[config.mk]
export PLATFORM = sky130hd
export DESIGN_NAME = multicycle_control
export DESIGN_NICKNAME = d
export VERILOG_FILES = /design/src/rtl/mips_ctrl_pkg.sv /design/src/rtl/mc_output_decode.sv /design/src/rtl/multicycle_control.sv
export SDC_FILE = /design/constraint.sdc
export NUM_CORES = 1
export LEC_CHECK = 0
export BUFFER_PORTS_ARGS = -buffer_cell sky130_fd_sc_hd__buf_2
export CAP_MARGIN = 20
export CORE_MARGIN = 1.5
export CORE_UTILIZATION = 53
export DETAILED_ROUTE_END_ITERATION = 8
export GPL_TIMING_DRIVEN = 0
export PLACE_DENSITY = 0.83
export SYNTH_ARGS = -nofsm -noshare
export SYNTH_HDL_FRONTEND = slang
export SYNTH_SLANG_ARGS = --single-unit
[constraint.sdc]
create_clock -name clk -period 3.3 [get_ports clk]
set_input_delay 0.66 -clock clk [delete_from_list [all_inputs] [get_ports clk]]
set_output_delay 0.66 -clock clk [all_outputs]
set_load 0.01 [all_outputs]
[src/rtl/mips_ctrl_pkg.sv]
// Shared definitions for the MIPS multi-cycle control path.
// Contents:
//   - opcode constants for the supported instruction subset
//   - ALU control codes driven on alu_op
//   - sequencer state encoding
//   - select codes for pc_source, alu_src_b and reg_dst
//   - ctrl_t, the packed control word produced each cycle
//   - dispatch_state(), which maps an opcode to the first state after DECODE
// The datapath and the single-cycle decoder import this package too, so the
// codes defined here are the single source of truth for the core.
package mips_ctrl_pkg;

  // Opcodes (instruction bits [31:26])
  localparam logic [5:0] OP_RTYPE = 6'h00;
  localparam logic [5:0] OP_J     = 6'h02;
  localparam logic [5:0] OP_JAL   = 6'h03;
  localparam logic [5:0] OP_BEQ   = 6'h04;
  localparam logic [5:0] OP_BNE   = 6'h05;
  localparam logic [5:0] OP_ADDI  = 6'h08;
  localparam logic [5:0] OP_ANDI  = 6'h0c;
  localparam logic [5:0] OP_ORI   = 6'h0d;
  localparam logic [5:0] OP_LUI   = 6'h0f;
  localparam logic [5:0] OP_LW    = 6'h23;
  localparam logic [5:0] OP_SW    = 6'h2b;

  // ALU control codes
  localparam logic [3:0] ALU_ADD   = 4'b0000;
  localparam logic [3:0] ALU_OR    = 4'b0001;
  localparam logic [3:0] ALU_LUI   = 4'b0010;
  localparam logic [3:0] ALU_AND   = 4'b0011;
  localparam logic [3:0] ALU_LW    = 4'b0100;
  localparam logic [3:0] ALU_SW    = 4'b0101;
  localparam logic [3:0] ALU_BEQ   = 4'b0110;
  localparam logic [3:0] ALU_BNE   = 4'b0111;
  localparam logic [3:0] ALU_FUNCT = 4'b1111;

  // PC source select
  localparam logic [1:0] PCS_ALU    = 2'b00;
  localparam logic [1:0] PCS_ALUOUT = 2'b01;
  localparam logic [1:0] PCS_JUMP   = 2'b10;

  // ALU operand B select
  localparam logic [1:0] SRCB_REGB    = 2'b00;
  localparam logic [1:0] SRCB_FOUR    = 2'b01;
  localparam logic [1:0] SRCB_IMM     = 2'b10;
  localparam logic [1:0] SRCB_IMM_SH2 = 2'b11;

  // Register file write address select
  localparam logic [1:0] REGDST_RT = 2'b00;
  localparam logic [1:0] REGDST_RD = 2'b01;
  localparam logic [1:0] REGDST_RA = 2'b10;

  typedef enum logic [3:0] {
    ST_FETCH    = 4'd0,
    ST_DECODE   = 4'd1,
    ST_MEM_ADDR = 4'd2,
    ST_MEM_RD   = 4'd3,
    ST_MEM_WB   = 4'd4,
    ST_MEM_WR   = 4'd5,
    ST_EXEC_R   = 4'd6,
    ST_EXEC_I   = 4'd7,
    ST_WB_R     = 4'd8,
    ST_WB_I     = 4'd9,
    ST_BRANCH   = 4'd10,
    ST_JUMP     = 4'd11,
    ST_HALT     = 4'd12
  } state_t;

  typedef struct packed {
    logic       pc_write;
    logic       pc_write_eq;
    logic       pc_write_ne;
    logic [1:0] pc_source;
    logic       ir_write;
    logic       i_or_d;
    logic       mem_read;
    logic       mem_write;
    logic       alu_src_a;
    logic [1:0] alu_src_b;
    logic [3:0] alu_op;
    logic       reg_write;
    logic [1:0] reg_dst;
    logic       mem_to_reg;
    logic       link;
    logic       illegal;
  } ctrl_t;

  // First state after DECODE for a given opcode; unsupported opcodes halt.
  function automatic state_t dispatch_state(input logic [5:0] op);
    state_t st;
    case (op)
      OP_RTYPE:                      st = ST_EXEC_R;
      OP_ADDI, OP_ORI, OP_LUI,
      OP_ANDI:                       st = ST_EXEC_I;
      OP_LW, OP_SW:                  st = ST_MEM_ADDR;
      OP_BEQ, OP_BNE:                st = ST_BRANCH;
      OP_J, OP_JAL:                  st = ST_JUMP;
      default:                       st = ST_HALT;
    endcase
    return st;
  endfunction

endpackage

[src/rtl/mc_output_decode.sv]
// Combinational control-word decoder for the multi-cycle sequencer.
// Ports:
//   state      in   current sequencer state
//   op         in   opcode latched during DECODE
//   mem_ready  in   memory handshake; only gates the FETCH IR/PC loads
//   ctrl       out  datapath control word for this cycle (illegal left 0;
//                   the parent owns the sticky flag and the reset gating)
module mc_output_decode
  import mips_ctrl_pkg::*;
(
  input  state_t     state,
  input  logic [5:0] op,
  input  logic       mem_ready,
  output ctrl_t      ctrl
);

  always_comb begin
    ctrl = '0;
    case (state)
      ST_FETCH: begin
        ctrl.mem_read  = 1'b1;
        ctrl.alu_src_b = SRCB_FOUR;
        ctrl.alu_op    = ALU_ADD;
        ctrl.pc_source = PCS_ALU;
        // IR and PC load only on the cycle the fetch actually completes.
        ctrl.ir_write  = mem_ready;
        ctrl.pc_write  = mem_ready;
      end
      ST_DECODE: begin
        // Speculatively compute the branch target into ALUOut.
        ctrl.alu_src_b = SRCB_IMM_SH2;
        ctrl.alu_op    = ALU_ADD;
      end
      ST_MEM_ADDR: begin
        ctrl.alu_src_a = 1'b1;
        ctrl.alu_src_b = SRCB_IMM;
        ctrl.alu_op    = (op == OP_LW) ? ALU_LW : ALU_SW;
      end
      ST_MEM_RD: begin
        ctrl.mem_read = 1'b1;
        ctrl.i_or_d   = 1'b1;
      end
      ST_MEM_WB: begin
        ctrl.reg_write  = 1'b1;
        ctrl.mem_to_reg = 1'b1;
        ctrl.reg_dst    = REGDST_RT;
      end
      ST_MEM_WR: begin
        ctrl.mem_write = 1'b1;
        ctrl.i_or_d    = 1'b1;
      end
      ST_EXEC_R: begin
        ctrl.alu_src_a = 1'b1;
        ctrl.alu_src_b = SRCB_REGB;
        ctrl.alu_op    = ALU_FUNCT;
      end
      ST_WB_R: begin
        ctrl.reg_write = 1'b1;
        ctrl.reg_dst   = REGDST_RD;
      end
      ST_EXEC_I: begin
        ctrl.alu_src_a = 1'b1;
        ctrl.alu_src_b = SRCB_IMM;
        case (op)
          OP_ORI:  ctrl.alu_op = ALU_OR;
          OP_LUI:  ctrl.alu_op = ALU_LUI;
          OP_ANDI: ctrl.alu_op = ALU_AND;
          default: ctrl.alu_op = ALU_ADD;
        endcase
      end
      ST_WB_I: begin
        ctrl.reg_write = 1'b1;
        ctrl.reg_dst   = REGDST_RT;
      end
      ST_BRANCH: begin
        ctrl.alu_src_a   = 1'b1;
        ctrl.alu_src_b   = SRCB_REGB;
        ctrl.pc_source   = PCS_ALUOUT;
        ctrl.alu_op      = (op == OP_BEQ) ? ALU_BEQ : ALU_BNE;
        ctrl.pc_write_eq = (op == OP_BEQ);
        ctrl.pc_write_ne = (op != OP_BEQ);
      end
      ST_JUMP: begin
        ctrl.pc_write  = 1'b1;
        ctrl.pc_source = PCS_JUMP;
        if (op == OP_JAL) begin
          ctrl.reg_write = 1'b1;
          ctrl.reg_dst   = REGDST_RA;
          ctrl.link      = 1'b1;
        end
      end
      default: begin
        // HALT and any unreachable encoding: every strobe stays low.
      end
    endcase
  end

endmodule

[src/rtl/multicycle_control.sv]
// Multi-cycle instruction sequencer for the MIPS core. Steps each instruction
// through fetch / decode / execute / memory / write-back, waits on the unified
// memory's ready handshake, and halts on an unsupported opcode.
// Ports:
//   clk, reset                    clock and synchronous active-high reset
//   opcode_i                      IR[31:26], sampled only in DECODE
//   mem_ready_i                   memory access completes this cycle
//   pc_write_o/_eq_o/_ne_o        PC load enables (unconditional / zero / not zero)
//   pc_source_o                   PC next-value select
//   ir_write_o                    instruction register load
//   i_or_d_o                      memory address select (PC or ALUOut)
//   mem_read_o, mem_write_o       memory strobes
//   alu_src_a_o, alu_src_b_o      ALU operand selects
//   alu_op_o                      ALU control code
//   reg_write_o, reg_dst_o        register file write enable and address select
//   mem_to_reg_o, link_o          register write-data selects
//   illegal_o                     sticky unsupported-opcode flag
module multicycle_control
  import mips_ctrl_pkg::*;
(
  input  logic       clk,
  input  logic       reset,
  input  logic [5:0] opcode_i,
  input  logic       mem_ready_i,
  output logic       pc_write_o,
  output logic       pc_write_eq_o,
  output logic       pc_write_ne_o,
  output logic [1:0] pc_source_o,
  output logic       ir_write_o,
  output logic       i_or_d_o,
  output logic       mem_read_o,
  output logic       mem_write_o,
  output logic       alu_src_a_o,
  output logic [1:0] alu_src_b_o,
  output logic [3:0] alu_op_o,
  output logic       reg_write_o,
  output logic [1:0] reg_dst_o,
  output logic       mem_to_reg_o,
  output logic       link_o,
  output logic       illegal_o
);

  state_t     state_reg, state_next;
  logic [5:0] op_reg;
  logic       illegal_reg;
  ctrl_t      ctrl_dec;
  ctrl_t      ctrl_out;

  always_ff @(posedge clk) begin
    if (reset) begin
      state_reg   <= ST_FETCH;
      op_reg      <= '0;
      illegal_reg <= 1'b0;
    end else begin
      state_reg <= state_next;
      if (state_reg == ST_DECODE) begin
        op_reg <= opcode_i;
      end
      if (state_next == ST_HALT) begin
        illegal_reg <= 1'b1;
      end
    end
  end

  always_comb begin
    state_next = state_reg;
    case (state_reg)
      ST_FETCH:    if (mem_ready_i) state_next = ST_DECODE;
      // Dispatch uses opcode_i directly; op_reg is only valid from the next state.
      ST_DECODE:   state_next = dispatch_state(opcode_i);
      ST_MEM_ADDR: state_next = (op_reg == OP_LW) ? ST_MEM_RD : ST_MEM_WR;
      ST_MEM_RD:   if (mem_ready_i) state_next = ST_MEM_WB;
      ST_MEM_WR:   if (mem_ready_i) state_next = ST_FETCH;
      ST_EXEC_R:   state_next = ST_WB_R;
      ST_EXEC_I:   state_next = ST_WB_I;
      ST_MEM_WB,
      ST_WB_R,
      ST_WB_I,
      ST_BRANCH,
      ST_JUMP:     state_next = ST_FETCH;
      ST_HALT:     state_next = ST_HALT;
      default:     state_next = ST_HALT;
    endcase
  end

  mc_output_decode u_output_decode (
    .state     (state_reg),
    .op        (op_reg),
    .mem_ready (mem_ready_i),
    .ctrl      (ctrl_dec)
  );

  // Reset overrides everything combinationally so that no PC, IR or register
  // write can escape during the cycle an instruction is abandoned.
  always_comb begin
    ctrl_out         = ctrl_dec;
    ctrl_out.illegal = illegal_reg;
    if (reset) begin
      ctrl_out = '0;
    end
  end

  assign pc_write_o    = ctrl_out.pc_write;
  assign pc_write_eq_o = ctrl_out.pc_write_eq;
  assign pc_write_ne_o = ctrl_out.pc_write_ne;
  assign pc_source_o   = ctrl_out.pc_source;
  assign ir_write_o    = ctrl_out.ir_write;
  assign i_or_d_o      = ctrl_out.i_or_d;
  assign mem_read_o    = ctrl_out.mem_read;
  assign mem_write_o   = ctrl_out.mem_write;
  assign alu_src_a_o   = ctrl_out.alu_src_a;
  assign alu_src_b_o   = ctrl_out.alu_src_b;
  assign alu_op_o      = ctrl_out.alu_op;
  assign reg_write_o   = ctrl_out.reg_write;
  assign reg_dst_o     = ctrl_out.reg_dst;
  assign mem_to_reg_o  = ctrl_out.mem_to_reg;
  assign link_o        = ctrl_out.link;
  assign illegal_o     = ctrl_out.illegal;

endmodule

### After elaboration in Yosys (flattened, before gate mapping)

Index checks and enable logic that the tools add are counted.

* register bits after elaboration: 11
* logic and storage cells: 67
* bits of input ports: 9
* output and inout port bits: 22

* multiplexer cells: 24
* reduce and logical (&&, ||, !) cells: 11
* equality and inequality tests: 29

Operator list (count)
* $eq A6 B4 Y1 const B: 7
* $pmux W6 S6: 1
* $pmux W4 S8: 1
* $mux W22: 1
* $eq A4 B4 Y1 const B: 5
* $pmux W4 S5: 1
* $eq A6 B2 Y1 const B: 3
* $eq A6 B3 Y1 const B: 3
* $eq A6 B6 Y1 const B: 3
* $eq A4 B3 Y1 const B: 4
* $mux W4: 3
* $reduce_or A2 Y1: 6
* $mux W1: 10
* $pmux W3 S3: 1
* $eq A4 B2 Y1 const B: 2
* $reduce_or A4 Y1: 2
* $logic_not A6 Y1: 1
* $mux W3: 2
* $ne A6 B3 Y1 const B: 1
* $pmux W2 S3: 1
* $reduce_or A5 Y1: 1
* $eq A4 B1 Y1 const B: 1
* $logic_not A4 Y1: 1
* $pmux W2 S2: 1
* other kinds (2): 2

### Longest topological paths before layout

* depth after elaboration: 5
* gate-level depth with buffers: 6
* depth with buffers taken out: 5

### Cells and area by module

From an unflattened synthesis, not the netlist that was laid out.

* cell total of the unflattened synthesis: 151
* area total of the unflattened synthesis: 1086.0 um^2

Modules (own cells, without submodules)
* multicycle_control: cells an instance 100, area each 755.7 um^2, times used 1, seq. area each 220.2 um^2
* mc_output_decode: cells an instance 51, area each 330.3 um^2, times used 1, seq. area each 0.0 um^2

### Worst setup path after synthesis

No wires, ideal clock.

* path kind: in2out
* start: input port reset
* end: output port pc_write_o
* required time: 2.640 ns
* buffers on the path: 0
* arrival: 1.584 ns
* setup slack: 1.056 ns
* stages: 3
* cell sequence: nor4_1 and3_1 or2_2

* longest elaborated chain between the ends: 1

RTL lines
* from (decl): line multicycle_control.sv:22 `input logic reset,`
* $mux W22: line multicycle_control.sv:98 `if (reset) begin`
* to (decl): line multicycle_control.sv:25 `output logic pc_write_o,`

Every way passes these cells.

### Worst setup path in the final report

* start: register state_reg[2]
* end: output port alu_src_b_o[1]

* longest elaborated chain between the ends: 3
* elaborated cells on any way between the ends: 8
* classes of those cells: eq/ne: 5; mux: 2; reduce/logical: 1

RTL lines
* from (decl): line multicycle_control.sv:43 `state_t state_reg, state_next;`
* from (signal assigned): line multicycle_control.sv:55 `state_reg <= state_next;`
* $eq A4 B4 Y1, or another cell as far along: line mc_output_decode.sv:19 `case (state)`
* $pmux W6 S6 *: line mc_output_decode.sv:19
* $mux W22 *: line multicycle_control.sv:98
* to (decl): line multicycle_control.sv:34 `output logic [1:0] alu_src_b_o,`

Every way passes the cells marked *; elsewhere a longest branch is shown, timed or not.

==> flow_metrics.tcl <==
set metrics [dict create \
    status "complete, no violations" \
    wl_per_cell_microns 12.9 \
    area_growth_pct 20.8 \
    mostFrequentLayoutCells "buf_2, nor2_1, dfxtp_1" \
    drive_gt1_share_pct 22.0 \
    post-place-cells 189 \
    antenna_found_initial 0 \
    root_buffer "clkbuf_4" \
    clockBufferDepth 2 \
    num_vias 1111 \
    placed_area_sq_um 1120 \
    critPathArrivalTime_ns 2.02 \
    sw_frac_of_total_pct 33.2 \
    yosysUniqueCellTypes 41 \
    die_h_microns 45.3 \
    crit_top_cell "clkbuf_1" \
    final-hold-violation-count 0 \
    drtIter0Drc 53 \
    worst_setup_path_end_kind "output port" \
    largest_register_ffs 6 \
    routed_via_density 5.76 \
    hold_path_class "reg2reg" \
    max_slew.worst_pin.slew_ns 0.477 \
    final_cell_area_sq_um 1150 \
    grt_pass1_wl_microns 4110 \
    ys_seq_area_share_pct 23.2 \
    cts_max_level 1 \
    final_common_cell "buf_2" \
    place.gp.congestion 0.922 \
    p_sw_uw 113 \
    place.detailed.hpwl_microns 1920 \
    period_share_pct 81.2 \
    relSlewSlack_pct 67.9 \
    p_clk_share_pct 26.4 \
    drv_cap 0 \
    crit_chain "clkbuf_1 -> clkbuf_1 -> xnor2_1 -> a21oi_1 -> nor3_1 -> buf_2" \
    rows 15 \
    nets 178 \
    cts.hold.buffers_added 0 \
    tritoncts "yes" \
    setup_tns_ns 0 \
    max_freq_mhz 373 \
    worst-path-max-fanout 10 \
    rsz0062_at_grt "false" \
    synthFlopType "dfxtp_1" \
    cpPeakStageDelay_ns 0.41 \
    place_ws_ns 0.810 \
    cts_inserted_buffers 3 \
    ant_nets 0 \
    finalWorstSetupSlack_ns 0.621 \
    slowest_stage "clkbuf_1" \
    die_area_sq_um 2050 \
    syn_inst 136 \
    p_int_uw 228 \
    yosys_warnings 0 \
    ios 31 \
    cts_setup_buffers 0 \
    fin_cells 193 \
    grt_pass1_vias 958 \
    p_per_area_nw_per_um2 297 \
    wirelength_microns 2490 \
    cts.sink_count 11 \
    period_minus_slack_ns 2.68 \
    grt_overflow 0 \
    worst_clock_skew_ns 0.00405 \
    initial_utilization_pct 55.6 \
    required_ns 2.64 \
    syn_area_sq_um 950 \
    first_pass_iters 4 \
    grt.total_usage_pct 26.8 \
    grt_max_degree 11 \
    irDropWorstVdd_mv 0.298 \
    syn-num-nets 145 \
    timing.final.setup_violations 0 \
    core_area_sq_um 1710 \
    synth-seq-cells 11 \
    die_w_microns 45.3 \
    antenna_cells 0 \
    cts_resized 0 \
    report.final.slew_viol_count 0 \
    setup.worst_path.class "reg2out" \
    power_frac_comb_pct 30.0 \
    insertion_delay_ns 0.26 \
    startpoint_type "register" \
    synth-edff-count 0 \
    syn_avg_cell_area_sq_um 6.98 \
    io_buffers 28 \
    drc 0 \
    seq_power_share_pct 43.6 \
    synth-async-reset-ratio_pct 0 \
    clk_pin_slew_ns 0.07 \
    p_leak_nw 0.487 \
]
[layout make-up]
| type | count | area, sq um |
|---|---|---|
| buffer | 11 | 45.0 |
| timing repair buffer | 28 | 140 |
| inverter | 8 | 30.0 |
| sequential | 11 | 220 |
| fill | 157 | 561 |
| clock buffer | 4 | 26.3 |
| multi-input combinational | 106 | 654 |
| tap | 25 | 31.3 |
[cells by family (layout without fill, tap and decap cells)]
logic type,after synthesis,after routing,synth area share [%]
flip-flops,11,11,23.2
XOR/XNOR,3,3,2.77
multiplexers,7,7,7.51
AO/OA/AOI/OAI,31,31,21.1
AND/OR/NAND/NOR,65,65,37.5
buffers and inverters,19,51,7.91
[worst paths after layout]
path,slack [ns],end,startpoint,cells past startpoint
worst min-delay path,0.46,illegal_reg,illegal_reg,2
worst min register to register,0.46,illegal_reg,illegal_reg,2
worst max register to register,1.42,state_reg[0],state_reg[3],6
worst max-delay path,0.62,alu_src_b_o[1],state_reg[2],6
[stage by stage]
| stage | hold WS [ns] | utilization (%) | total power, mW |
|---|---|---|---|
| detailed placement | 0.450 | 65.6 | 0.252 |
| global route | 0.492 | 67.2 | 0.360 |
| finish | 0.463 | 67.2 | 0.341 |
| floorplan | 0.424 | - | 0.221 |
| CTS | 0.465 | 67.2 | 0.339 |
| global placement | 0.443 | 65.6 | 0.249 |
[power groups by stage]
stage                     Sequential (mW)  Combinational (mW)  Clock [mW]
after CTS                           0.148               0.101      0.0890
after global routing                0.150               0.114      0.0967
final                               0.148               0.102      0.0901
after floorplan                     0.149              0.0719           0
after detailed placement            0.151               0.101           0
after global placement              0.151              0.0975           0
[layer usage]
metal,share of wire (%),track usage [%],vias up
li1,-,-,551
met1,45,35.0,499
met2,48,45.1,57
met3,6.3,1.60,4
met4,1.1,11.8,0
met5,0,0,-
[critical path: cells and delay by family, from the launching register on]
kind	cells	cell delay [ns]
buf+inv	3	0.89
flops	1	0.38
xor+xnor	1	0.22
simple gates	1	0.16
compound gates	1	0.10
[synth_stat cells, types with 2 or more instances]
| library cell | instances | area [sq um] |
|---|---|---|
| inv_1 | 8 | 30.0 |
| o21ai_0 | 8 | 40.0 |
| nand2b_1 | 5 | 31.3 |
| nor4_1 | 4 | 25.0 |
| clkbuf_1 | 8 | 30.0 |
| dfxtp_1 | 11 | 220 |
| nand3_1 | 3 | 15.0 |
| nor3b_1 | 2 | 15.0 |
| buf_1 | 2 | 7.51 |
| nor2_1 | 19 | 71.3 |
| nor2b_1 | 5 | 31.3 |
| nand2_1 | 7 | 26.3 |
| and3_1 | 2 | 12.5 |
| nor4b_1 | 2 | 17.5 |
| nor3_1 | 8 | 40.0 |
| mux2i_1 | 6 | 60.1 |
| xnor2_1 | 2 | 17.5 |
| or2_2 | 2 | 12.5 |
| a211oi_1 | 3 | 22.5 |
| a21oi_1 | 8 | 40.0 |
Power figures use the tool's default switching activity.
